===== config.mk =====
export PLATFORM = sky130hd
export DESIGN_NAME = neurospider_host_sequencer
export DESIGN_NICKNAME = d
export VERILOG_FILES = /design/src/rtl/neurospider_host_sequencer.sv
export SDC_FILE = /design/constraint.sdc
export NUM_CORES = 1
export LEC_CHECK = 0
export CAP_MARGIN = 10
export CORE_ASPECT_RATIO = 1.2
export CORE_MARGIN = 2
export CORE_UTILIZATION = 51
export CTS_CLUSTER_DIAMETER = 100
export CTS_CLUSTER_SIZE = 28
export DETAILED_ROUTE_END_ITERATION = 12
export PLACE_DENSITY = 0.8
export SLEW_MARGIN = 10
export SYNTH_ARGS = -nofsm -noshare
export SYNTH_HDL_FRONTEND = slang
export SYNTH_SLANG_ARGS = --single-unit

===== constraint.sdc =====
create_clock -name clk -period 3.5 [get_ports clk]
set_input_delay 0.35 -clock clk [delete_from_list [all_inputs] [get_ports clk]]
set_output_delay 0.35 -clock clk [all_outputs]
set_load 0.02 [all_outputs]

===== src/rtl/neurospider_host_sequencer.sv =====
// Host-port bus initiator for NeuroSpider: turns cache-load words and job descriptors
// into register/cache bus cycles, runs the job and returns the result word.
module neurospider_host_sequencer #(
    parameter logic [15:0] OFFSET_REG    = 16'h8000,
    parameter logic [15:0] DEST_REG      = 16'h8001,
    parameter logic [15:0] NUMOPS_REG    = 16'h8002,
    parameter logic [15:0] ROUTER_REG    = 16'h8003,
    parameter logic [15:0] CTRL_REG      = 16'h8004,
    parameter logic [15:0] RESULT_ROUTER = 16'h0004,
    parameter int unsigned READ_LATENCY  = 1,
    parameter int unsigned TIMEOUT       = 1024
) (
    input  logic        clk,
    input  logic        rst,
    input  logic        ld_valid,
    output logic        ld_ready,
    input  logic [15:0] ld_router,
    input  logic [15:0] ld_addr,
    input  logic [15:0] ld_data,
    output logic        ld_err,
    input  logic        job_valid,
    output logic        job_ready,
    input  logic [15:0] job_offset,
    input  logic [15:0] job_dest,
    input  logic [15:0] job_numops,
    output logic        res_valid,
    input  logic        res_ready,
    output logic [15:0] res_data,
    output logic        res_err,
    output logic        busy,
    output logic        WE,
    output logic [15:0] Address,
    output logic [15:0] DataWrite,
    output logic        StartOperation,
    input  logic        ReadyNextOperation,
    input  logic [15:0] DataRead
);
    localparam int unsigned CNT_W = $clog2(TIMEOUT + READ_LATENCY + 1);

    typedef enum logic [3:0] {
        IDLE, LD_ROUTER, LD_DATA, CFG_OFF, CFG_DEST, CFG_NOPS, CFG_CTRL,
        START, WAIT_READY, RD_ROUTER, RD_ADDR, RESP
    } state_t;

    state_t             state, state_d;
    logic [CNT_W-1:0]   cnt, cnt_d;
    logic [15:0]        shadow, shadow_d;
    logic               shadow_valid, shadow_valid_d;
    logic [15:0]        ld_router_q, ld_router_d, ld_addr_q, ld_addr_d, ld_data_q, ld_data_d;
    logic [15:0]        job_offset_q, job_offset_d, job_dest_q, job_dest_d;
    logic [15:0]        job_numops_q, job_numops_d;
    logic [15:0]        res_data_d;
    logic               res_err_d, ld_ready_d, ld_err_d, job_ready_d;
    logic               we_d, start_d;
    logic [15:0]        address_d, data_write_d;

    // Next state, captured fields, then bus outputs decoded from the state being entered
    always_comb begin
        state_d        = state;
        cnt_d          = cnt;
        shadow_d       = shadow;
        shadow_valid_d = shadow_valid;
        ld_router_d    = ld_router_q;
        ld_addr_d      = ld_addr_q;
        ld_data_d      = ld_data_q;
        job_offset_d   = job_offset_q;
        job_dest_d     = job_dest_q;
        job_numops_d   = job_numops_q;
        res_data_d     = res_data;
        res_err_d      = res_err;
        ld_ready_d     = 1'b0;
        ld_err_d       = 1'b0;
        job_ready_d    = 1'b0;
        we_d           = 1'b0;
        start_d        = 1'b0;
        address_d      = '0;
        data_write_d   = '0;

        case (state)
            // ready is registered, so skip the cycle in which the previous handshake completes
            IDLE: if (!ld_ready && !job_ready) begin
                if (ld_valid) begin
                    ld_ready_d = 1'b1;
                    if (ld_addr[15]) begin
                        ld_err_d = 1'b1;
                    end else begin
                        ld_router_d = ld_router;
                        ld_addr_d   = ld_addr;
                        ld_data_d   = ld_data;
                        if (!shadow_valid || shadow != ld_router) begin
                            shadow_d       = ld_router;
                            shadow_valid_d = 1'b1;
                            state_d        = LD_ROUTER;
                        end else begin
                            state_d = LD_DATA;
                        end
                    end
                end else if (job_valid) begin
                    job_ready_d  = 1'b1;
                    job_offset_d = job_offset;
                    job_dest_d   = job_dest;
                    job_numops_d = job_numops;
                    state_d      = CFG_OFF;
                end
            end
            LD_ROUTER: state_d = LD_DATA;
            LD_DATA:   state_d = IDLE;
            CFG_OFF:   state_d = CFG_DEST;
            CFG_DEST:  state_d = CFG_NOPS;
            CFG_NOPS:  state_d = CFG_CTRL;
            CFG_CTRL:  state_d = START;
            START: begin
                cnt_d   = '0;
                state_d = WAIT_READY;
            end
            // cnt==0 is the cycle where Ready may still reflect the previous operation
            WAIT_READY: begin
                cnt_d = cnt + CNT_W'(1);
                if (cnt != '0 && ReadyNextOperation) begin
                    shadow_d       = RESULT_ROUTER;
                    shadow_valid_d = 1'b1;
                    state_d        = RD_ROUTER;
                end else if (cnt == CNT_W'(TIMEOUT - 1)) begin
                    res_data_d = '0;
                    res_err_d  = 1'b1;
                    state_d    = RESP;
                end
            end
            RD_ROUTER: begin
                cnt_d   = '0;
                state_d = RD_ADDR;
            end
            RD_ADDR: begin
                cnt_d = cnt + CNT_W'(1);
                if (cnt == CNT_W'(READ_LATENCY - 1)) begin
                    res_data_d = DataRead;
                    res_err_d  = 1'b0;
                    state_d    = RESP;
                end
            end
            RESP:    if (res_ready) state_d = IDLE;
            default: state_d = IDLE;
        endcase

        case (state_d)
            LD_ROUTER: begin we_d = 1'b1; address_d = ROUTER_REG; data_write_d = ld_router_d;   end
            LD_DATA:   begin we_d = 1'b1; address_d = ld_addr_d;  data_write_d = ld_data_d;     end
            CFG_OFF:   begin we_d = 1'b1; address_d = OFFSET_REG; data_write_d = job_offset_d;  end
            CFG_DEST:  begin we_d = 1'b1; address_d = DEST_REG;   data_write_d = job_dest_d;    end
            CFG_NOPS:  begin we_d = 1'b1; address_d = NUMOPS_REG; data_write_d = job_numops_d;  end
            CFG_CTRL:  begin we_d = 1'b1; address_d = CTRL_REG;   data_write_d = '0;            end
            START:     start_d = 1'b1;
            RD_ROUTER: begin we_d = 1'b1; address_d = ROUTER_REG; data_write_d = RESULT_ROUTER; end
            RD_ADDR:   address_d = job_dest_d;
            default:   ;
        endcase
    end

    always_ff @(posedge clk) begin
        if (rst) begin
            state          <= IDLE;
            cnt            <= '0;
            shadow         <= '0;
            shadow_valid   <= 1'b0;
            ld_router_q    <= '0;
            ld_addr_q      <= '0;
            ld_data_q      <= '0;
            job_offset_q   <= '0;
            job_dest_q     <= '0;
            job_numops_q   <= '0;
            res_data       <= '0;
            res_err        <= 1'b0;
            res_valid      <= 1'b0;
            ld_ready       <= 1'b0;
            ld_err         <= 1'b0;
            job_ready      <= 1'b0;
            busy           <= 1'b0;
            WE             <= 1'b0;
            Address        <= '0;
            DataWrite      <= '0;
            StartOperation <= 1'b0;
        end else begin
            state          <= state_d;
            cnt            <= cnt_d;
            shadow         <= shadow_d;
            shadow_valid   <= shadow_valid_d;
            ld_router_q    <= ld_router_d;
            ld_addr_q      <= ld_addr_d;
            ld_data_q      <= ld_data_d;
            job_offset_q   <= job_offset_d;
            job_dest_q     <= job_dest_d;
            job_numops_q   <= job_numops_d;
            res_data       <= res_data_d;
            res_err        <= res_err_d;
            res_valid      <= (state_d == RESP);
            ld_ready       <= ld_ready_d;
            ld_err         <= ld_err_d;
            job_ready      <= job_ready_d;
            busy           <= (state_d != IDLE);
            WE             <= we_d;
            Address        <= address_d;
            DataWrite      <= data_write_d;
            StartOperation <= start_d;
        end
    end
endmodule


==> results of run 1 <==
## per-layer routing
| layer | global-route usage, % | wire length (um) |
|---|---|---|
| met1 | 35.8 | 10200 |
| met2 | 44.3 | 10900 |
| met3 | 6.07 | 1700 |
| met4 | 8.05 | 471 |
| met5 | 0 | 0 |
## cell usage in the layout (no fill, tap or decap), types with 10 or more instances in the layout
| master | instances |
|---|---|
| dfxtp_1 | 184 |
| mux2i_1 | 92 |
| o32ai_1 | 12 |
| buf_4 | 30 |
| xor2_1 | 15 |
| a2bb2oi_1 | 13 |
| inv_1 | 11 |
| a211oi_1 | 25 |
| nor2_1 | 141 |
| a311oi_1 | 10 |
| nor3_1 | 20 |
| nand3_1 | 25 |
| a22oi_1 | 17 |
| o21ai_0 | 24 |
| nor4_1 | 39 |
| nand2_1 | 35 |
| a21oi_1 | 31 |
| nand2b_1 | 18 |
| clkbuf_16 | 17 |
| clkdlybuf4s50_1 | 172 |
## synthesized netlist by cell type (all sizes together), types with 3 or more instances
cell type	instances
a31oi	4
a21oi	31
or2	3
nand3	25
or3	3
nand3b	3
dfxtp	184
inv	11
buf	23
nand4	10
o32ai	12
a221oi	3
a22oi	17
mux2i	92
clkbuf	55
nor2	141
a311oi	17
o21ai	29
nand2b	18
and2	9
xor2	15
nand2	35
ha	5
mux2	4
a2bb2oi	13
o31a	4
nor4	40
nor3	20
and3	5
and4	3
a211oi	26
o211ai	4
## worst paths after layout
kind              slack, ns               end     startpoint
hold reg to reg        0.45     ld_addr_q[15]  ld_addr_q[15]
setup reg to reg       0.21      DataWrite[3]       state[3]
setup / recovery       0.21      DataWrite[3]       state[3]
hold / removal         0.35  job_offset_q[15]            rst
## final cells by class
type                       count  area (um^2)  area share, %
clock buffer                  17          425           3.93
clock inverter                15          194           1.79
inverter                      11         41.3          0.382
multi-input combinational    626         4180           38.7
sequential                   184         3680           34.1
tap                          208          260           2.41
timing repair buffer         206         2030           18.7
## critical path: cells and delay by family, from the launching register on
family | cells | cell delay, ns
simple gates | 5 | 2.32
flops | 1 | 0.35
compound gates | 1 | 0.26
fa+ha+maj | 1 | 0.16
buf+inv | 1 | 0.10
## per-stage QoR
step	power [W]	utilization [%]	setup WS, ns	instance area, um^2	std cells
final	0.00671	68.9	0.213	10800	1267
after global routing	0.00699	68.9	0.000121	10800	1267
after CTS	0.00669	68.8	0.264	10800	1267
after detailed placement	0.00476	64.9	0.239	10200	1235
after global placement	0.00475	64.9	0.283	10200	1235
after floorplan	0.00396	-	0.557	8230	899
## registers in the layout, summed over array words and instances, names as in the netlist, 4 cells and up
signal and cells:
Address 16, job_dest_q 16, cnt 11, ld_data_q 16
DataWrite 16, res_data 16, ld_addr_q 16, state 4
job_numops_q 16, shadow 16, ld_router_q 16, job_offset_q 16
## kinds of logic (layout without fill, tap and decap cells)
group                    after synthesis  in the layout  share of synthesized area, %
AO/OA/AOI/OAI                        180            180                          16.6
XOR/XNOR                              16             16                          1.70
adder cells (fa/ha/maj)                6              6                         0.882
buffers and inverters                 89            249                          4.64
flip-flops                           184            184                          44.8
multiplexers                          96             96                          11.7
AND/OR/NAND/NOR                      328            328                          19.6
## report_power, final
part / switching [W] / internal [W]
combinational: 0.00142 / 0.000923
clock: 0.000974 / 0.000978
sequential: 0.000104 / 0.00232
total: 0.00249 / 0.00422
==> flow_summary.json, run 1 <==
{
  "drt-pass1-iter-count": 6,
  "finalSetupViolations": 0,
  "vias": 7364,
  "antenna_cells": 0,
  "grt_usage_pct": 27.1,
  "ant_nets": 0,
  "cts_setup_buffers": 0,
  "critPathMaxFanout": 15,
  "antenna_found_initial": 0,
  "r2r_cells": 8,
  "worstMarginPinSlew_ns": 0.922,
  "root_buffer": "clkbuf_16",
  "clk_pin_slew_ns": 0.07,
  "port_buffers": 173,
  "synthesis.area_um2": 8230,
  "start_util_pct": 52.4,
  "synth_area_leader_cell": "dfxtp_1",
  "clockBufferDepth": 2,
  "slowest_delay_ns": 0.72,
  "clock_latency_ns": 0.45,
  "cts_resized": 0,
  "numCtsBuffers": 17,
  "synthFlopType": "dfxtp_1",
  "synth.avg_cell_area_um2": 9.15,
  "io_pins": 174,
  "status": "complete, no violations",
  "slew_headroom_pct": 38.3,
  "design.die.area_um2": 17200,
  "fin_crit_ns": 3.29,
  "core_um2": 15700,
  "slew_viol_final": 0,
  "grt_pass1_wl_um": 36600,
  "ys_ff_latch": 184,
  "crit_required_ns": 3.86,
  "drive_gt1_share_pct": 8.50,
  "gp_congestion": 0.945,
  "startpoint_type": "flip-flop",
  "worstPathCellList": "inv_1 > ha_1 > or3b_1 > or4_1 > and3_1 > nor2_1 > nand2_1 > a311oi_1",
  "drt_iter0_drc": 643,
  "fill_cells": 1210,
  "hold_viol": 0,
  "hold_path.class": "input pin to flip-flop",
  "cts_sinks": 184,
  "synth_top_area_share_pct": 44.8,
  "std_cell_rows": 50,
  "fmaxAchievable_ghz": 0.304,
  "vias_per_cell": 5.81,
  "syn_to_final_growth_pct": 31.5,
  "synth.area.top_cells": "dfxtp_1 45%, mux2i_1 11%, nor2_1 6.4%",
  "yosysSeqAreaShare_pct": 44.8,
  "fin_skew_ns": 0.0116,
  "nNetsFinal": 1169,
  "postSynthCellCount": 899,
  "grt_overflow": 0,
  "holdBufCountCts": 0,
  "synth_edf_count": 0,
  "ys.warnings.count": 0,
  "end_kind": "flip-flop",
  "fin_crit_sh_pct": 93.9,
  "maxCapViolCount": 0,
  "wl_per_cell_um": 18.4,
  "ir_worst_vdd_mv": 0.348,
  "hpwl_um": 16500,
  "p_leak_nw": 4.37,
  "holdPathStages": 3,
  "critPathArrivalTime_ns": 3.65,
  "fin_setup_tns_ns": 0,
  "die_w_um": 120,
  "cts_tree": "done",
  "rsz0062_at_grt": "false",
  "grt_max_degree": 170,
  "path_class": "flip-flop to flip-flop",
  "drc": 0,
  "powerDensity_nw_per_um2": 621,
  "die_y_um": 143,
  "crit_path_top_delay_cell": "nor2_1",
  "ys_async_sr_fraction_pct": 0,
  "routed_wl_um": 23300,
  "synth.distinct_cells": 71,
  "h-tree-depth": 4,
  "synth_nets": 1022,
  "holdWs_ns": 0.347,
  "grt_pass1_vias": 7066
}
(Power assumes the default switching activity.)
==> run 2, diff against run 1 <==
- CORE_UTILIZATION: 51 -> 40
- PLACE_DENSITY: 0.8 -> 0.65
==> run 2 against run 1 <==
Against the previous run:
- total power fell by 1.5%
- critical path type unchanged
- combinational power fell by 2%
- cell area hardly changed
- largest cell class unchanged
==> flow_summary.json, run 2 (synthesized netlist as in run 1, its figures left out) <==
{
  "status": "complete, no violations",
  "fin_setup_tns_ns": 0,
  "h-tree-depth": 4,
  "ant_nets": 0,
  "seqCellArea_um2": 3680,
  "port_buffers": 173,
  "holdBufCountCts": 0,
  "nNetsFinal": 1165,
  "hold_path.class": "flip-flop to flip-flop",
  "fin_crit_ns": 3.43,
  "path_class": "flip-flop to flip-flop",
  "drc": 0,
  "p_leak_nw": 4.33,
  "r2r_cells": 9,
  "io_pins": 174,
  "critPathMaxFanout": 44,
  "crit_required_ns": 3.85,
  "die_y_um": 161,
  "routed_wl_um": 24000,
  "worstMarginPinSlew_ns": 1.17,
  "grtUsageMet2_pct": 37.7,
  "holdPathStages": 2,
  "final_cell_mix": "184 x dfxtp_1, 172 x clkdlybuf4s50_1, 140 x nor2_1, 92 x mux2i_1, 38 x nor4_1",
  "antenna_cells": 0,
  "startpoint_type": "flip-flop",
  "drive_gt1_share_pct": 8.34,
  "grt_usage_pct": 22.1,
  "rsz0062_at_grt": "false",
  "drt_iter0_drc": 480,
  "hpwl_um": 17500,
  "gp_congestion": 0.895,
  "fill_cells": 1827,
  "antenna_found_initial": 0,
  "fmaxAchievable_ghz": 0.292,
  "clock_latency_ns": 0.44,
  "use_met1_pct": 26.9,
  "multiInputGateArea_um2": 4190,
  "fin_crit_sh_pct": 97.9,
  "core_um2": 20200,
  "vias": 7245,
  "finalSetupViolations": 0,
  "fin_util_pct": 53.6,
  "start_util_pct": 40.8,
  "design.die.area_um2": 21700,
  "grt_pass1_wl_um": 38000,
  "slew_viol_final": 0,
  "wl_per_cell_um": 18.2,
  "numCtsBuffers": 17,
  "end_kind": "flip-flop",
  "clockBufferDepth": 2,
  "use_met3_pct": 4.77,
  "hold_viol": 0,
  "cts_tree": "done",
  "grt_overflow": 0,
  "syn_to_final_growth_pct": 31.5,
  "worstPathCellList": "inv_1 > ha_1 > or3b_1 > or4b_2 > buf_12 > mux2i_1 > nor4_1 > nand2_1 > a311oi_2",
  "crit_path_top_delay_cell": "or4b_2",
  "die_w_um": 135,
  "slowest_delay_ns": 0.77,
  "grt_pass1_vias": 7158,
  "slew_headroom_pct": 22.3,
  "root_buffer": "clkbuf_16",
  "critPathArrivalTime_ns": 3.77,
  "ir_worst_vdd_mv": 0.362,
  "maxCapViolCount": 0,
  "powerDensity_nw_per_um2": 611,
  "std_cell_rows": 57,
  "top_usage_layer": "met2",
  "fin_skew_ns": 0.0113,
  "grt_max_degree": 98,
  "vias_per_cell": 5.49,
  "layout_commonest_cell": "dfxtp_1",
  "cts_sinks": 184,
  "clk_pin_slew_ns": 0.08,
  "drt-pass1-iter-count": 5
}
==> run 2: stage by stage <==
step,power (W),instances,setup slack (ns),cell area [um^2],hold WS [ns]
finish,0.00661,1320,0.0724,10800,0.442
global route,0.00695,1320,0.0287,10800,0.467
CTS,0.00664,1320,0.118,10800,0.445
detailed placement,0.00472,1288,0.154,10200,0.433
global placement,0.00470,1288,0.140,10200,0.431
floorplan,0.00396,899,0.557,8230,0.419
==> run 2: per-layer routing <==
| metal | vias up | wire, um | part of all wire, % |
|---|---|---|---|
| met4 | 0 | 716 | 3.0 |
| li1 | 3546 | - | - |
| met3 | 40 | 1430 | 5.9 |
| met2 | 245 | 11700 | 49 |
| met1 | 3414 | 10200 | 42 |
| met5 | - | 0 | 0 |
==> run 2: final cells by class <==
class / instances / area share (%)
repair buffers: 202 / 18.2
inverters: 11 / 0.382
multi-input cells: 626 / 38.7
well taps: 265 / 3.07
clock buffers: 17 / 3.93
clock inverters: 15 / 1.62
flip-flops and latches: 184 / 34.1
==> run 2: where the power goes <==
| part | internal, W | total, W | switching, W |
|---|---|---|---|
| combinational | 0.000887 | 0.00230 | 0.00141 |
| clock | 0.000966 | 0.00191 | 0.000942 |
| sequential | 0.00232 | 0.00240 | 0.0000872 |
==> run 2: worst paths after layout <==
path,startpoint,endpoint,slack (ns)
worst max-delay path,state[3],DataWrite[10],0.07
worst min-delay path,ld_addr_q[15],ld_addr_q[15],0.44
worst max register to register,state[3],DataWrite[10],0.07
worst min register to register,ld_addr_q[15],ld_addr_q[15],0.44
==> run 2: what timing repair did <==
action	CTS	global route
endpoints found under the hold margin	0	0
endpoints found under the setup margin	0	14
buffers inserted	0	0
gates resized for setup	0	3
==> run 2: worst max-delay path: cells and delay by family, from the launching register on <==
kind                       cells  cell delay (ns)
muxes                          1             0.17
and+or+nand+nor                4             2.07
AOI/OAI and AO/OA              1             0.21
DFF                            1             0.34
adders and majority gates      1             0.17
buffers and inverters          2             0.37
